<file path="config.mk">
export PLATFORM = sky130hd
export DESIGN_NAME = mod60_tens_stage
export DESIGN_NICKNAME = d
export VERILOG_FILES = /design/src/rtl/mod60_tens_stage.sv
export SDC_FILE = /design/constraint.sdc
export NUM_CORES = 1
export LEC_CHECK = 0
export BUFFER_PORTS_ARGS = -buffer_cell sky130_fd_sc_hd__buf_2
export CORE_AREA = 2 2 39 41
export CTS_BUF_LIST = sky130_fd_sc_hd__clkbuf_16
export CTS_CLUSTER_SIZE = 30
export DETAILED_ROUTE_END_ITERATION = 10
export DIE_AREA = 0 0 41 43
export PLACE_DENSITY_LB_ADDON = 0.05
export SYNTH_ARGS = -nofsm -noshare
export SYNTH_HDL_FRONTEND = slang
export SYNTH_SLANG_ARGS = --single-unit
</file>
<file path="constraint.sdc">
create_clock -name clk -period 2.15 [get_ports clk]
set_clock_uncertainty 0.2 [all_clocks]
set_input_delay 0.43 -clock clk [delete_from_list [all_inputs] [get_ports clk]]
set_output_delay 0.43 -clock clk [all_outputs]
set_load 0.005 [all_outputs]
</file>
<file path="src/rtl/mod60_tens_stage.sv">
// Tens-digit stage of a mod-60 seconds counter, clocked on the falling edge to match the ones stage.
// Define SEG_SCAN_EN to multiplex both digits onto a 2-digit active-low 7-segment display.
module mod60_tens_stage #(
  parameter int TENS_MAX    = 5,
  parameter int REFRESH_DIV = 1024
) (
  input  logic       clk,
  input  logic       reset,
  input  logic       tick_in,
  input  logic [3:0] ones_in,
  input  logic       enable,
  input  logic       load_req,
  input  logic [3:0] load_val,
  output logic       load_ack,
  output logic [3:0] tens,
  output logic       carry,
  output logic       err,
  output logic [6:0] seg_n,
  output logic [1:0] an_n
);

  if (REFRESH_DIV < 2) begin : g_div_check
    $error("REFRESH_DIV must be at least 2");
  end

  typedef enum logic {HS_IDLE, HS_ACK} hs_e;

  localparam logic [3:0] TENS_LAST = 4'(TENS_MAX);

  hs_e        hs_q;
  logic [3:0] tens_q;
  logic       carry_q;
  logic       ack_q;
  logic       err_q;

  logic valid_tick;
  logic load_accept;

  // The ones stage holds 9 for exactly the cycle it raises tick_in; anything else is a fault.
  assign valid_tick  = tick_in && (ones_in == 4'd9);
  assign load_accept = (hs_q == HS_IDLE) && load_req;

  // NOTE: sequential state uses non-blocking assignments so every flop samples pre-edge values.
  always_ff @(negedge clk or negedge reset) begin
    if (!reset) begin
      hs_q    <= HS_IDLE;
      tens_q  <= 4'd0;
      carry_q <= 1'b0;
      ack_q   <= 1'b0;
      err_q   <= 1'b0;
    end else begin
      carry_q <= 1'b0;
      if (tick_in && !valid_tick) err_q <= 1'b1;

      unique case (hs_q)
        HS_IDLE: begin
          if (load_req) begin
            hs_q  <= HS_ACK;
            ack_q <= 1'b1;
            if (load_val <= TENS_LAST) tens_q <= load_val;
            else                       err_q  <= 1'b1;
          end
        end
        HS_ACK: begin
          ack_q <= 1'b0;
          if (!load_req) hs_q <= HS_IDLE;
        end
        default: hs_q <= HS_IDLE;
      endcase

      // A load accepted on this edge takes priority and the coincident tick is lost.
      if (enable && valid_tick && !load_accept) begin
        if (tens_q == TENS_LAST) begin
          tens_q  <= 4'd0;
          carry_q <= 1'b1;
        end else begin
          tens_q  <= tens_q + 4'd1;
        end
      end
    end
  end

  assign tens     = tens_q;
  assign carry    = carry_q;
  assign load_ack = ack_q;
  assign err      = err_q;

`ifdef SEG_SCAN_EN
  localparam int CNT_W = $clog2(REFRESH_DIV);

  logic [CNT_W-1:0] refresh_q;
  logic             sel_q;
  logic [6:0]       seg_q;
  logic [1:0]       an_q;

  function automatic logic [6:0] seg_decode(input logic [3:0] d);
    logic [6:0] s;
    s = 7'h7F;
    case (d)
      4'd0: s = 7'b1000000;
      4'd1: s = 7'b1111001;
      4'd2: s = 7'b0100100;
      4'd3: s = 7'b0110000;
      4'd4: s = 7'b0011001;
      4'd5: s = 7'b0010010;
      4'd6: s = 7'b0000010;
      4'd7: s = 7'b1111000;
      4'd8: s = 7'b0000000;
      4'd9: s = 7'b0010000;
      default: s = 7'h7F;
    endcase
    return s;
  endfunction

  // sel_q == 0 selects ones; outputs are registered, so each slot shows one cycle after selection.
  always_ff @(negedge clk or negedge reset) begin
    if (!reset) begin
      refresh_q <= '0;
      sel_q     <= 1'b0;
      seg_q     <= 7'h7F;
      an_q      <= 2'b11;
    end else begin
      if (refresh_q == CNT_W'(REFRESH_DIV - 1)) begin
        refresh_q <= '0;
        sel_q     <= ~sel_q;
      end else begin
        refresh_q <= refresh_q + CNT_W'(1);
      end
      an_q  <= sel_q ? 2'b01 : 2'b10;
      seg_q <= seg_decode(sel_q ? tens_q : ones_in);
    end
  end

  assign seg_n = seg_q;
  assign an_n  = an_q;
`else
  assign seg_n = 7'h7F;
  assign an_n  = 2'b11;
`endif

endmodule

</file>
# Yosys cells after proc, flatten, opt, wreduce, memory -nomap -nowiden
# Cells that the tools add are included.
dict set report word_totals {
  wordCells 36
  reg_bits 8
}
dict set report classes {
  add_sub_neg 1
  muxes 14
  magnitude_cmp 1
  eq_ne 4
  bitwise 1
  n_reduce_logical 10
}
# cell n
set ops {}
lappend ops {{4-bit two-way mux} 5}
lappend ops {{1-bit two-way mux} 8}
lappend ops {{1-bit logical AND} 5}
lappend ops {{4-bit by 1-bit adder with 4-bit output (second input constant)} 1}
lappend ops {{4-bit by 3-bit == test with 1-bit output (second input constant)} 1}
lappend ops {{4-bit == test (second input constant)} 1}
lappend ops {{4-bit by 3-bit less-or-equal comparator with 1-bit output (second input constant)} 1}
lappend ops {{2-bit nonzero test} 2}
lappend ops {{3-bit AND reduction} 1}
lappend ops {{1-bit zero test} 2}
lappend ops {{2-bit by 1-bit != test with 1-bit output (second input constant)} 1}
lappend ops {{2-bit != test (second input constant)} 1}
lappend ops {{1-bit one-hot mux with 2 select lines} 1}
lappend ops {{1-bit NOT} 1}

# Depth between registers and ports, before layout
# Gate-level depths: netlist of the first run.
dict set report logic_depth {
  depth_word 8
  depth_mapped 4
}

==> results of run 1 <==
==> worst register-to-register path: stages (launching register included) <==
cell and delay (ns):
dfrtn_1 0.40, buf_4 0.10, buf_4 0.08, buf_4 0.12, nand3_1 0.12, nor4_4 0.28, buf_4 0.15, xnor2_1 0.11
nor2_1 0.05
==> stage by stage <==
stage / hold WS, ns / power, mW / utilization, % / cells
2_1_floorplan: 0.153 / 0.251 / - / 55
3_3_place_gp: 0.166 / 0.309 / 45.8 / 90
3_5_place_dp: 0.188 / 0.310 / 45.8 / 90
4_1_cts: 0.201 / 0.650 / 55.8 / 96
5_1_grt: 0.231 / 0.706 / 60.2 / 100
6_report: 0.217 / 0.663 / 60.2 / 100
==> placed cells by master (no fill, tap or decap), drive strengths merged, types with 2 or more instances in the layout <==
cell type	synthesis	final
dfrtn	8	8
a21oi	2	2
nand2	3	3
nand3	2	2
conb	1	9
buf	9	35
clkbuf	0	3
nor2	4	4
nor2b	2	2
==> cell families after synthesis <==
logic type | share of synthesized area (%)
compound gates | 16.3
xor+xnor | 1.81
buf+inv | 14.7
flops | 41.3
other cells | 0.774
simple gates | 25.1
==> final timing paths <==
| check | endpoint | from | depth (start not counted) |
|---|---|---|---|
| min in group asynchronous | carry | reset | 1 |
| worst max-delay path | tens[1] | ones_in[1] | 5 |
| worst min-delay path | load_ack | hs_q | 1 |
| worst min register to register | load_ack | hs_q | 1 |
| worst max register to register | tens[3] | tens[0] | 8 |
| max in group asynchronous | err | reset | 1 |
==> power breakdown <==
group	switching (mW)	internal, mW	total [mW]
logic	0.0737	0.0986	0.172
clock network	0.0719	0.240	0.311
registers	0.00865	0.171	0.179
==> layout make-up <==
type	count	area (um2)
Timing Repair Buffer	35	238
Clock buffer	3	75.1
Sequential cell	8	200
Fill cell	134	551
Multi-Input combinational cell	37	297
Inverter	1	3.75
Tap cell	16	20.0
==> timing repair <==
action,4_1_cts,5_1_grt
endpoints found under the setup margin,13,13
setup buffers,3,4
resized for setup,8,5
pin swaps,2,1
endpoints found under the hold margin,0,0
==> flip-flops by register name, summed over array words and instances, names as in the netlist <==
register and count:
tens 4, load_ack 1, carry 1, err 1
hs_q 1
==> metal layers <==
metal  GRT usage (%)  routed length [um]  vias to the layer above
li1                -                   -                      225
met1            14.9                 425                      219
met2            22.2                 570                       20
met3            10.5                 103                        2
met4            4.00                  12                        0
met5               0                   0                        -
==> results_dict.tcl, run 1 <==
set metrics [dict create \
    status "finished, violations left" \
    violations "setup timing" \
    synth-seq-cells 8 \
    htreeDepth 1 \
    cp-start-kind "input port" \
    numCtsBuffers 3 \
    clk_latency_ns 0.27 \
    reg2reg_setup_slack_ns 0.39 \
    finalSetupTns_ns -4.41 \
    gp_congestion 0.695 \
    synth.distinct_cells 24 \
    async_reset_ff_share_pct 100 \
    power_density_nw_per_um2 796 \
    setup_viol 13 \
    synth.cell_area_um2 484 \
    crit_fanout 4 \
    drc 0 \
    grt_max_degree 9 \
    maxSlewViolCount 0 \
    p_leak_nw 0.394 \
    ys_seq_area_share_pct 41.3 \
    diodes 0 \
    final_area_um2 833 \
    num_vias 466 \
    routed_wl_mm 1.11 \
    wl_per_cell_um 11.1 \
    netlist_top_cells_area "dfrtn_1 41%, buf_4 14%, nand4bb_4 5.7%" \
    cpPeakStageDelay_ns 0.53 \
    ctsHoldBuffers 0 \
    required_ns 0.97 \
    critPathTopFamily "simple AND/OR/NAND/NOR gates" \
    hp-class "reg -> reg" \
    avgSynthCellArea_um2 10.3 \
    drv_cap 0 \
    dr.pass1.iters 4 \
    path_class "in -> reg" \
    die-area_um2 1760 \
    synth.most_common_cell "buf_4" \
    synthCells 47 \
    via_per_inst 4.66 \
    cts_tree "done" \
    die-height_um 43 \
    synth_edf_count 0 \
    cp_slowest_cell "or4b_4" \
    cp.buffers_inverters 1 \
    drive_gt1_share_pct 57.1 \
    synth_common_cells "9 x buf_4, 8 x dfrtn_1, 4 x nor2_1, 3 x nand2_1" \
    finalHoldViolCount 0 \
    area_growth_pct 72.1 \
    antenna_found_initial 0 \
    start_util_pct 35.0 \
    path_cells "buf_6 -> nand4bb_4 -> or4b_4 -> nand3_2 -> o311ai_2" \
    die_x_um 41 \
    post_dp_cell_area_um2 634 \
    hpwl_um 783 \
    ant_nets 0 \
    rsz0062_at_grt "yes" \
    synth_area_leader_cell "dfrtn_1" \
    clk_path_buf_depth 2 \
    ios 29 \
    first_global_vias 434 \
    grt_use_total_pct 14.4 \
    ir_drop_mv 0.506 \
    core_area_um2 1380 \
    cp_data_arrival_time_ns 1.47 \
    num_rows 14 \
    cts_root_buf "clkbuf_16" \
    clock_sinks 8 \
    post-place-ws_ns -0.771 \
    port_buffers 19 \
    crit_path_end_kind "register" \
    grt_overflow 0 \
    grt_pass1_wl_mm 1.62 \
    yosysTopAreaCellShare_pct 41.3 \
    worst_slack_ns -0.497 \
    synth-main-ff-cell "dfrtn_1" \
    first_iter_violations 4 \
    nets 99 \
    path_clk_slew_ns 0.03 \
    ys_warn_count 0 \
]
(Power assumes the default switching activity.)
==> inputs of run 2 (changes only) <==
--- a/config.mk
+++ b/config.mk
@@ -6,11 +6,14 @@
 export NUM_CORES = 1
 export LEC_CHECK = 0
 export BUFFER_PORTS_ARGS = -buffer_cell sky130_fd_sc_hd__buf_2
-export CORE_AREA = 2 2 39 41
+export CELL_PAD_IN_SITES_DETAIL_PLACEMENT = 1
+export CELL_PAD_IN_SITES_GLOBAL_PLACEMENT = 1
+export CORE_MARGIN = 2
+export CORE_UTILIZATION = 29
 export CTS_BUF_LIST = sky130_fd_sc_hd__clkbuf_16
 export CTS_CLUSTER_SIZE = 30
 export DETAILED_ROUTE_END_ITERATION = 10
-export DIE_AREA = 0 0 41 43
+export HOLD_SLACK_MARGIN = 0.06
 export PLACE_DENSITY_LB_ADDON = 0.05
 export SYNTH_ARGS = -nofsm -noshare
 export SYNTH_HDL_FRONTEND = slang
==> results_dict.tcl, run 2 (same netlist as run 1, synthesis figures left out) <==
set metrics [dict create \
    status "finished, violations left" \
    violations "setup timing" \
    path_cells "buf_6 -> nand4bb_4 -> or4b_4 -> nand3_2 -> o311ai_2" \
    cts_tree "done" \
    reg2reg_setup_slack_ns 0.49 \
    numCtsBuffers 3 \
    grt_max_degree 9 \
    ios 29 \
    r2r_end "tens[1]" \
    cp-start-kind "input port" \
    largest_register_ffs 4 \
    p_leak_nw 0.402 \
    power_uw 649 \
    crit_path_end_kind "register" \
    worstReg2RegStart "tens[0]" \
    final.fill_count 190 \
    die_x_um 44.9 \
    num_vias 474 \
    antenna_found_initial 0 \
    grt_use_total_pct 14.8 \
    core_area_um2 1540 \
    clock_sinks 8 \
    cpPeakStageDelay_ns 0.53 \
    power_density_nw_per_um2 780 \
    via_per_inst 4.65 \
    cp_data_arrival_time_ns 1.46 \
    post-place-ws_ns -0.783 \
    grt_pass1_wl_mm 2.09 \
    ant_nets 0 \
    die-area_um2 2010 \
    maxSlewViolCount 0 \
    diodes 0 \
    finalHoldViolCount 0 \
    first_iter_violations 2 \
    num_rows 14 \
    worst_slack_ns -0.486 \
    required_ns 0.97 \
    dr.pass1.iters 2 \
    crit_fanout 3 \
    worst-r2r-cell-count 5 \
    worstHoldStart "hs_q" \
    nets 101 \
    cp_slowest_cell "or4b_4" \
    post_dp_cell_area_um2 649 \
    hold_depth 1 \
    area_growth_pct 71.8 \
    critPathTopFamily "simple AND/OR/NAND/NOR gates" \
    start_util_pct 31.4 \
    setup_viol 13 \
    cp.buffers_inverters 1 \
    final-instance-count-excl-fill 102 \
    grt_overflow 0 \
    final_cell_mix "18 x buf_2, 16 x buf_4, 9 x conb_1, 8 x dfrtn_1, 4 x nor2_1" \
    die-height_um 44.9 \
    ir_drop_mv 0.517 \
    rsz0062_at_grt "yes" \
    cts_root_buf "clkbuf_16" \
    dp.cells 92 \
    routed_wl_mm 1.24 \
    port_buffers 19 \
    min_to "load_ack" \
    path_clk_slew_ns 0.03 \
    final_area_um2 832 \
    wl_per_cell_um 12.1 \
    path_class "in -> reg" \
    hpwl_um 915 \
    gp_congestion 0.737 \
    htreeDepth 1 \
    layout_commonest_cell "buf_2" \
    drive_gt1_share_pct 59.3 \
    clk_path_buf_depth 2 \
    drc 0 \
    first_global_vias 473 \
    hp-class "reg -> reg" \
    drv_cap 0 \
    whs_ns 0.213 \
    clk_latency_ns 0.26 \
]
==> run 2: power by group <==
group / total, mW / switching, mW / internal, mW
logic: 0.156 / 0.0709 / 0.0848
registers: 0.180 / 0.00922 / 0.171
clock network: 0.314 / 0.0738 / 0.240
==> run 2: worst reg2reg max path, cell delays in order (launching register included) <==
cell      delay, ns
dfrtn_1        0.39
buf_4          0.10
buf_4          0.13
or4b_4         0.49
nand3_2        0.10
o311ai_2       0.08
==> run 2: through the flow <==
stage	TNS, ns	util, %
2_1_floorplan	-2.85	-
3_5_place_dp	-4.38	42.1
6_report	-4.47	54.0
5_1_grt	-5.00	54.0
3_3_place_gp	-4.27	42.1
4_1_cts	-4.44	52.8
==> run 2: metal layers <==
metal	track usage (%)	vias up	part of all wire (%)
li1	-	230	-
met1	19.2	220	44
met2	22.9	22	47
met3	4.80	2	8.1
met4	5.29	0	0.97
met5	0	-	0
==> run 2: worst max-delay path by stage <==
stage          cells past startpoint  slack [ns]        from  endpoint
2_1_floorplan                      4       -0.63  ones_in[1]   tens[1]
3_3_place_gp                       5       -0.77  ones_in[1]   tens[1]
3_5_place_dp                       5       -0.78  ones_in[1]   tens[1]
4_1_cts                            5       -0.49  ones_in[1]   tens[1]
5_1_grt                            5       -0.52  ones_in[1]   tens[1]
6_report                           5       -0.49  ones_in[1]   tens[1]
==> run 2: layout make-up <==
class | count | area (um2) | share of cell area [%]
inverters | 1 | 3.75 | 0.451
well taps | 16 | 20.0 | 2.41
repair buffers | 37 | 244 | 29.3
clock buffers | 3 | 75.1 | 9.02
multi-input cells | 37 | 289 | 34.7
flip-flops and latches | 8 | 200 | 24.1
==> run 2: timing repair <==
item | 4_1_cts | 5_1_grt
buffers inserted | 5 | 2
gates resized for setup | 11 | 1
endpoints found under the setup margin | 13 | 13
hold buffers | 0 | 0
pin swaps | 3 | 2
